### src/rtl/common.sv
// Project-wide constants shared by the pipeline control blocks.
package common;

  localparam int unsigned CNT_W = 32;

endpackage

### src/rtl/pipes.sv
// Pipeline-wide types: register index width and the hazard controller state.
package pipes;

  typedef logic [4:0] creg_addr_t;

  typedef enum logic [1:0] {
    IDLE,
    MEM_WAIT,
    MDU_WAIT
  } hazard_state_t;

endpackage

### src/rtl/hazard_unit_if.sv
// Signals between the pipeline datapath and the hazard unit.
// With HAZARD_PERF_EN the perf counter can also be seeded through perf_load/perf_value.
interface hazard_unit_if;
  import common::*;
  import pipes::*;

  creg_addr_t rs1_D;
  creg_addr_t rs2_D;
  creg_addr_t rd_E;
  logic       memread_E;
  logic       redirect_E;
  logic       mdu_req_E;
  logic       mdu_done;
  logic       dmem_req_M;
  logic       dmem_ack;

  logic stall_F, stall_D, stall_E, stall_M;
  logic reset_D, reset_E, reset_M, reset_W;
  logic [CNT_W-1:0] stall_cnt;

`ifdef HAZARD_PERF_EN
  logic             perf_load;
  logic [CNT_W-1:0] perf_value;
`endif

  modport master (
    output rs1_D, rs2_D, rd_E, memread_E, redirect_E,
    output mdu_req_E, mdu_done, dmem_req_M, dmem_ack,
`ifdef HAZARD_PERF_EN
    output perf_load, perf_value,
`endif
    input  stall_F, stall_D, stall_E, stall_M,
    input  reset_D, reset_E, reset_M, reset_W,
    input  stall_cnt
  );

  modport slave (
    input  rs1_D, rs2_D, rd_E, memread_E, redirect_E,
    input  mdu_req_E, mdu_done, dmem_req_M, dmem_ack,
`ifdef HAZARD_PERF_EN
    input  perf_load, perf_value,
`endif
    output stall_F, stall_D, stall_E, stall_M,
    output reset_D, reset_E, reset_M, reset_W,
    output stall_cnt
  );

endinterface

### src/rtl/hazard_detect.sv
// Load-use detector: the load in Execute writes a register that Decode reads.
module hazard_detect
  import pipes::*;
(
  input  creg_addr_t rs1_D,
  input  creg_addr_t rs2_D,
  input  creg_addr_t rd_E,
  input  logic       memread_E,
  output logic       load_use
);

  // x0 is hardwired to zero, so a load targeting it can never feed a consumer
  assign load_use = memread_E && (rd_E != '0) && ((rd_E == rs1_D) || (rd_E == rs2_D));

endmodule

### src/rtl/hazard_unit.sv
// Pipeline hazard controller: memory/MDU wait FSM, redirect and load-use handling.
// Optional stall-cycle performance counter enabled by HAZARD_PERF_EN.
module hazard_unit
  import common::*;
  import pipes::*;
(
  input  logic        clk,
  input  logic        reset,
  hazard_unit_if.slave hz
);

  hazard_state_t state, state_next;
  logic load_use;
  logic mem_hold;
  logic mdu_hold;
  logic mdu_pending;

  hazard_detect u_detect (
    .rs1_D     (hz.rs1_D),
    .rs2_D     (hz.rs2_D),
    .rd_E      (hz.rd_E),
    .memread_E (hz.memread_E),
    .load_use  (load_use)
  );

  always_ff @(posedge clk or negedge reset) begin
    if (!reset) state <= IDLE;
    else        state <= state_next;
  end

  // Memory stalls freeze the whole pipe, so they outrank everything else and
  // any suppressed E-stage request is seen again once the memory acks.
  always_comb begin
    mem_hold    = 1'b0;
    mdu_pending = hz.mdu_req_E && !hz.mdu_done;
    state_next  = state;
    hz.stall_F  = 1'b0;
    hz.stall_D  = 1'b0;
    hz.stall_E  = 1'b0;
    hz.stall_M  = 1'b0;
    hz.reset_D  = 1'b0;
    hz.reset_E  = 1'b0;
    hz.reset_M  = 1'b0;
    hz.reset_W  = 1'b0;

    case (state)
      IDLE:     mem_hold = hz.dmem_req_M && !hz.dmem_ack;
      MEM_WAIT: mem_hold = !hz.dmem_ack;
      default:  mem_hold = 1'b0;
    endcase
    mdu_hold = !mem_hold && mdu_pending;

    case (state)
      IDLE: begin
        if (hz.dmem_req_M && !hz.dmem_ack) state_next = MEM_WAIT;
        else if (mdu_pending)              state_next = MDU_WAIT;
      end
      MEM_WAIT: begin
        if (hz.dmem_ack) state_next = mdu_pending ? MDU_WAIT : IDLE;
      end
      MDU_WAIT: begin
        if (!mdu_pending) state_next = IDLE;
      end
      default: state_next = IDLE;
    endcase

    if (mem_hold) begin
      hz.stall_F = 1'b1;
      hz.stall_D = 1'b1;
      hz.stall_E = 1'b1;
      hz.stall_M = 1'b1;
      hz.reset_W = 1'b1;
    end else if (mdu_hold) begin
      hz.stall_F = 1'b1;
      hz.stall_D = 1'b1;
      hz.stall_E = 1'b1;
      hz.reset_M = 1'b1;
    end else if (hz.redirect_E) begin
      hz.reset_D = 1'b1;
      hz.reset_E = 1'b1;
    end else if (load_use) begin
      hz.stall_F = 1'b1;
      hz.stall_D = 1'b1;
      hz.reset_E = 1'b1;
    end
  end

`ifdef HAZARD_PERF_EN
  logic [CNT_W-1:0] stall_cnt_q;

  // Saturating count of cycles in which fetch was held
  always_ff @(posedge clk or negedge reset) begin
    if (!reset)
      stall_cnt_q <= '0;
    else if (hz.perf_load)
      stall_cnt_q <= hz.perf_value;
    else if (hz.stall_F && (stall_cnt_q != '1))
      stall_cnt_q <= stall_cnt_q + CNT_W'(1);
  end

  assign hz.stall_cnt = stall_cnt_q;
`else
  assign hz.stall_cnt = '0;
`endif

endmodule

### src/flat_wrapper.sv
// flat-port wrapper written by rule: the top's interface ports become plain ports
module hazard_unit_flat import common::*; import pipes::*;
  (clk, reset, hz_rs1_D, hz_rs2_D, hz_rd_E, hz_memread_E, hz_redirect_E, hz_mdu_req_E, hz_mdu_done, hz_dmem_req_M, hz_dmem_ack, hz_stall_F, hz_stall_D, hz_stall_E, hz_stall_M, hz_reset_D, hz_reset_E, hz_reset_M, hz_reset_W, hz_stall_cnt);
  hazard_unit_if hz_i ();
  input  logic clk;
  input  logic reset;
  input wire logic [$bits(hz_i.rs1_D)-1:0] hz_rs1_D;
  input wire logic [$bits(hz_i.rs2_D)-1:0] hz_rs2_D;
  input wire logic [$bits(hz_i.rd_E)-1:0] hz_rd_E;
  input wire logic [$bits(hz_i.memread_E)-1:0] hz_memread_E;
  input wire logic [$bits(hz_i.redirect_E)-1:0] hz_redirect_E;
  input wire logic [$bits(hz_i.mdu_req_E)-1:0] hz_mdu_req_E;
  input wire logic [$bits(hz_i.mdu_done)-1:0] hz_mdu_done;
  input wire logic [$bits(hz_i.dmem_req_M)-1:0] hz_dmem_req_M;
  input wire logic [$bits(hz_i.dmem_ack)-1:0] hz_dmem_ack;
  output wire logic [$bits(hz_i.stall_F)-1:0] hz_stall_F;
  output wire logic [$bits(hz_i.stall_D)-1:0] hz_stall_D;
  output wire logic [$bits(hz_i.stall_E)-1:0] hz_stall_E;
  output wire logic [$bits(hz_i.stall_M)-1:0] hz_stall_M;
  output wire logic [$bits(hz_i.reset_D)-1:0] hz_reset_D;
  output wire logic [$bits(hz_i.reset_E)-1:0] hz_reset_E;
  output wire logic [$bits(hz_i.reset_M)-1:0] hz_reset_M;
  output wire logic [$bits(hz_i.reset_W)-1:0] hz_reset_W;
  output wire logic [$bits(hz_i.stall_cnt)-1:0] hz_stall_cnt;
  assign hz_i.rs1_D = hz_rs1_D;
  assign hz_i.rs2_D = hz_rs2_D;
  assign hz_i.rd_E = hz_rd_E;
  assign hz_i.memread_E = hz_memread_E;
  assign hz_i.redirect_E = hz_redirect_E;
  assign hz_i.mdu_req_E = hz_mdu_req_E;
  assign hz_i.mdu_done = hz_mdu_done;
  assign hz_i.dmem_req_M = hz_dmem_req_M;
  assign hz_i.dmem_ack = hz_dmem_ack;
  assign hz_stall_F = hz_i.stall_F;
  assign hz_stall_D = hz_i.stall_D;
  assign hz_stall_E = hz_i.stall_E;
  assign hz_stall_M = hz_i.stall_M;
  assign hz_reset_D = hz_i.reset_D;
  assign hz_reset_E = hz_i.reset_E;
  assign hz_reset_M = hz_i.reset_M;
  assign hz_reset_W = hz_i.reset_W;
  assign hz_stall_cnt = hz_i.stall_cnt;
  hazard_unit u_core (.clk(clk), .reset(reset), .hz(hz_i));
endmodule
### config.mk
export PLATFORM = sky130hd
export DESIGN_NAME = hazard_unit_flat
export DESIGN_NICKNAME = d
export VERILOG_FILES = /design/src/rtl/common.sv /design/src/rtl/pipes.sv /design/src/rtl/hazard_unit_if.sv /design/src/rtl/hazard_detect.sv /design/src/rtl/hazard_unit.sv /design/src/flat_wrapper.sv
export SDC_FILE = /design/constraint.sdc
export NUM_CORES = 1
export LEC_CHECK = 0
export ABC_AREA = 1
export CAP_MARGIN = 15
export CORE_MARGIN = 10
export CORE_UTILIZATION = 31
export CTS_CLUSTER_DIAMETER = 200
export DETAILED_ROUTE_END_ITERATION = 10
export PLACE_DENSITY_LB_ADDON = 0.25
export SETUP_SLACK_MARGIN = 0.05
export SLEW_MARGIN = 20
export SYNTH_ARGS = -nofsm -noshare
export SYNTH_HDL_FRONTEND = slang
export SYNTH_SLANG_ARGS = --single-unit
### constraint.sdc
create_clock -name clk -period 3.55 [get_ports clk]
set_input_delay 0.8875 -clock clk [delete_from_list [all_inputs] [get_ports clk]]
set_output_delay 0.8875 -clock clk [all_outputs]
set_load 0.02 [all_outputs]
Yosys cells after proc, flatten, opt, wreduce, memory -nomap -nowiden
Index checks and enable logic that the tools add are counted.
{"block": "totals", "register_bits": 2, "in_bits": 23, "output_inout_bits": 40, "elab_cells": 41}
{"block": "classes", "reduce_logical": 12, "eq_ne": 7, "muxes": 21}
{"cell": "1-bit two-way mux", "n": 14}
{"cell": "5-bit == test", "n": 2}
{"cell": "2-bit two-way mux", "n": 5}
{"cell": "2-bit one-hot mux with 3 select lines", "n": 1}
{"cell": "1-bit logical AND", "n": 5}
{"cell": "5-bit nonzero test", "n": 1}
{"cell": "2-bit != test (second input constant)", "n": 2}
{"cell": "1-bit zero test", "n": 3}
{"cell": "3-bit by 1-bit != test with 1-bit output (second input constant)", "n": 1}
{"cell": "3-bit AND reduction", "n": 1}
{"cell": "2-bit by 1-bit == test with 1-bit output (second input constant)", "n": 1}
{"cell": "2-bit == test (second input constant)", "n": 1}
{"cell": "2-bit zero test", "n": 1}
{"cell": "1-bit one-hot mux with 2 select lines", "n": 1}
{"cell": "1-bit logical OR", "n": 1}

Logic depth before layout (Yosys ltp)
{"block": "depth", "ltp_word": 7, "ltp_mapped": 9}

Cells and area by module
From an unflattened synthesis, not the netlist that was laid out.
{"block": "hier_totals", "cells_unflattened": 107, "hier_area_um2": 634.4}
{"mod": "hazard_unit", "area_per_inst_um2": 439.2, "cells_each": 62, "seq_area_each_um2": 50.0, "n_inst": 1}
{"mod": "hazard_detect", "area_per_inst_um2": 195.2, "cells_each": 45, "seq_area_each_um2": 0.0, "n_inst": 1}

Worst setup path before layout
No wires, ideal clock.
{"block": "synth_timing", "kind": "input to output", "start": "in hz_rd_E[3]", "end": "out hz_stall_F", "path_stages": 7, "t_arrival_ns": 1.726, "setup_slack_ns": 0.936, "t_required_ns": 2.663, "path_cell_list": "inv_1 > nand4_1 > o21ai_0 > inv_1 > nand3_1 > nand3_1 > buf_4"}
{"block": "synth_via", "elab_chain_cells": 7, "word_cells_on_any_way": 10}
{"item": "start, declared", "line": "flat_wrapper.sv:9", "text": "input wire logic [$bits(hz_i.rd_E)-1:0] hz_rd_E;"}
{"item": "5-bit == test / 5-bit nonzero test (equally long branches)", "line": "hazard_detect.sv:13", "text": "assign load_use = memread_E && (rd_E != '0) && ((rd_E == rs1_D) || (rd_E == rs2_D));"}
{"item": "1-bit logical OR / 1-bit logical AND (equally long branches)", "line": "hazard_detect.sv:13"}
{"item": "1-bit logical AND (*)", "line": "hazard_detect.sv:13"}
{"item": "1-bit two-way mux (*) (4 in series)"}
{"item": "end, declared", "line": "flat_wrapper.sv:16", "text": "output wire logic [$bits(hz_i.stall_F)-1:0] hz_stall_F;"}
Every way passes the cells marked *; elsewhere a longest branch is shown, timed or not.

Worst setup path in the final report
{"block": "layout_timing", "start": "in hz_dmem_ack", "end": "out hz_stall_E"}
{"block": "layout_via", "elab_chain_cells": 7}
{"item": "start, declared", "line": "flat_wrapper.sv:15", "text": "input wire logic [$bits(hz_i.dmem_ack)-1:0] hz_dmem_ack;"}
{"item": "1-bit zero test (*)", "line": "hazard_unit.sv:47, hazard_unit.sv:48"}
{"item": "1-bit logical AND", "line": "hazard_unit.sv:47", "text": "IDLE: mem_hold = hz.dmem_req_M && !hz.dmem_ack;"}
{"item": "1-bit one-hot mux with 2 select lines (*)", "line": "hazard_unit.sv:46", "text": "case (state)"}
{"item": "1-bit zero test", "line": "hazard_unit.sv:51", "text": "mdu_hold = !mem_hold && mdu_pending;"}
{"item": "1-bit logical AND", "line": "hazard_unit.sv:51"}
{"item": "1-bit two-way mux", "line": "hazard_unit.sv:73", "text": "end else if (mdu_hold) begin"}
{"item": "1-bit two-way mux (*)", "line": "hazard_unit.sv:67", "text": "if (mem_hold) begin"}
{"item": "end, declared", "line": "flat_wrapper.sv:18", "text": "output wire logic [$bits(hz_i.stall_E)-1:0] hz_stall_E;"}
Marked as above.

==> summary by stage <==
Critical path
The arrival time reported for the critical path endpoint is 2.38 ns. The setup slack of the most critical reg-to-reg path is 2.63 ns. The endpoint type of the worst setup path is an output pin. The worst path required time is 2.66 ns. STA classifies the critical path startpoint as an input port. Of all nets on the critical path, the largest fanout is 4. The type of the worst setup path is input port to output pin.

Layout
0 antenna diodes ended up in the layout. The count of filler cells inserted in the layout is 231. After the flow finishes, the layout carries non-filler instances totaling 168. The net count reported at finish is 166.

The library cell used most frequently in the layout, excluding fill and tap cells, is conb_1. The fraction of final layout cells with drive strength greater than 1 is 0.0638. In the layout the commonest cells are 32 x conb_1, 26 x nand2_1, 26 x clkdlybuf4s50_1. The post-layout utilization of the core is 0.438.

The layout overhead on the synthesized area is 35.7%. With fillers left out, the area of the finished cells amounts to 851 um^2. The register with the most flip-flops in the layout has 2 of them.

The largest registers in the layout are u_core.state x2. The register with the most flip-flops is u_core.state.

Synth
Of the post-synthesis cell area, the dominant cell type holds 0.407. After synthesis, the netlist uses 16 different library cells. Summing every instance area after synthesis gives 627 um^2. The Yosys warning count is 0.

The sequential element share of the synthesized area is 0.0798. After technology mapping, the gate count stands at 110. The largest total area in the synthesized netlist belongs to buf_4. A synthesized cell averages 5.70 um^2. Yosys attributes the largest share of cell area to buf_4 41%, nand2_1 16%, inv_1 13%. The number of synthesized register bits is 2.

Die
The die area is 4220 um^2. The total number of placement rows is 16. The y dimension of the die is 65.0 um. The die is 65.0 um wide. The top-level I/O count is 63. The initial standard-cell utilization of the core is 0.323.

The core region is 1940 um^2.

Clocking
The insertion delay to the later sink of the worst-skew pair is 0.22 ns. The total CTS buffers is 3. The cts-stage hold buffer count is 0.

After clock tree synthesis, the clock-pin slew on the worst setup and hold paths is 0.03 ns. The longest clock path from root to sink contains 2 buffers. TritonCTS built the clock tree.

In this run the number of H-tree levels came out at 1. The total number of clock tree sinks is 2. The clock tree root driver cell is clkbuf_4.

Timing
Setup violations remaining at the end of the flow were counted as 0. The worst path in the final design needs a cycle of 3.27 ns, including I/O delays and setup. Setup repair after global routing left no endpoint under its margin.

The sum of negative setup slack is 0 ns. The upper clock frequency limit is 0.306 GHz. The maximum clock skew at final layout is 0.000224 ns. The period utilization is 0.921. The total count of hold-check failures in the final report is 0. The count of final max-slew check failures came to 0.

Pwr
The cell area power density is 227 nW/um^2. Of the total power, the share spent switching nets is 0.445. The analysis attributes to cell leakage a power of 0.523 nW. The internal power summed over all cells is 107 uW. The net switching power of the design is 86.0 uW. The power share of the sequential group is 0.136. The share of total power in combinational logic is 0.605. The overall power consumption is 193 uW. The fraction of power consumed by the clock network is 0.259.

The largest vdd supply drop is 77.1 uV.

Placed design
The cell area after placement is 830 um^2. The congestion estimate from routability-driven global placement came to 0.692. The number of buffers added on ports is 30. The number of cells after detailed placement is 165. The HPWL after detailed placement is 1590 um.

Outcome
The flow ran to the end, and the final reports show no timing, DRC or antenna violations.

Global route
The number of global-route vias before repair is 613. The number of antenna violations at the first check in global routing is 0. The global-route usage over all layers is 0.0761. The first-pass GRT wire length is 2610 um. Entering global routing, the biggest net connects 5 pins.

After global routing the overflow that remains totals 0.

Hold path
In this run the worst hold path is classified as flip-flop to flip-flop.

Drt
The number of routed nets with antenna violations is 0. The detailed-route DRC error count is 0. The number of DRC markers in iteration 0 is 23. The via-per-instance ratio is 3.56.

Detailed routing inserted a total of 598 vias. The detailed-router iteration count before antenna repair is 4. Summed over all layers, the routed wires come to 1700 um. Dividing the detail-routed wire length by the instance count gives 10.1 um.

Job
Max-cap violations in this run came to 0.
-- through the flow --
| stage | worst slack [ns] | hold slack (ns) |
|---|---|---|
| finish | 0.281 | 0.588 |
| global route | 0.140 | 0.620 |
| CTS | 0.150 | 0.598 |
| detailed placement | 0.00665 | 0.594 |
| global placement | 0.0285 | 0.580 |
| floorplan | 0.936 | 0.547 |
-- final cells by class --
class                           instances  area [um^2]  area share
Multi-Input combinational cell         82          352       0.413
Tap cell                               27         33.8      0.0397
Timing Repair Buffer                   31          307       0.360
Sequential cell                         2         50.0      0.0588
Inverter                               23         86.3       0.101
Clock buffer                            3         22.5      0.0265
-- power groups by stage --
stage	sequential [mW]	clock (mW)	combinational, mW
final	0.0263	0.0501	0.117
after global routing	0.0267	0.0525	0.128
after CTS	0.0264	0.0528	0.116
after detailed placement	0.0267	0	0.119
after global placement	0.0265	0	0.118
after floorplan	0.0262	0	0.0990
-- worst max-delay path: stages --
cell	delay (ns)
clkdlybuf4s50_1	0.42
inv_1	0.10
o211ai_2	0.11
inv_2	0.10
nor2_2	0.04
inv_1	0.10
clkdlybuf4s50_1	0.62
-- worst paths after layout --
kind | from | endpoint | cells after the start
max | hz_dmem_ack | hz_stall_E | 7
min | u_core.state[0] | u_core.state[0] | 2
max reg2reg | u_core.state[0] | u_core.state[1] | 3
min reg2reg | u_core.state[0] | u_core.state[0] | 2
max in group asynchronous | reset | u_core.state[0] | 1
min in group asynchronous | reset | u_core.state[1] | 1
-- timing repair --
action | in CTS | in global routing
setup endpoints to repair | 3 | 1
cloned | 0 | 0
pin swaps | 0 | 0
gates resized for setup | 3 | 1
setup buffers | 0 | 0
-- metal layers --
layer / vias up / share of wire / wire length [um] / GRT usage
met4: 0 / 0 / 0 / 0.0160
li1: 319 / - / - / -
met5: - / 0 / 0 / 0
met2: 28 / 0.54 / 910 / 0.147
met1: 251 / 0.36 / 616 / 0.0661
met3: 0 / 0.10 / 174 / 0.0447
-- cell families after synthesis --
| family | after synthesis | synth area share |
|---|---|---|
| buffers and inverters | 57 | 0.545 |
| XOR/XNOR | 2 | 0.0279 |
| flip-flops | 2 | 0.0798 |
| AND/OR/NAND/NOR | 44 | 0.285 |
| other | 1 | 0.00598 |
| AO/OA/AOI/OAI | 4 | 0.0559 |
-- Yosys cell counts --
cell type / count
o21ai_2: 1
dfrtp_1: 2
o211ai_2: 1
nor2_2: 1
buf_4: 34
a311oi_1: 1
nand3_1: 6
nand2_1: 26
nor3_1: 1
xnor2_1: 2
inv_1: 21
nand4_1: 1
inv_2: 2
conb_1: 1
nor2_1: 9
o21ai_0: 1
Note: power is estimated with default switching activity, not from simulation.
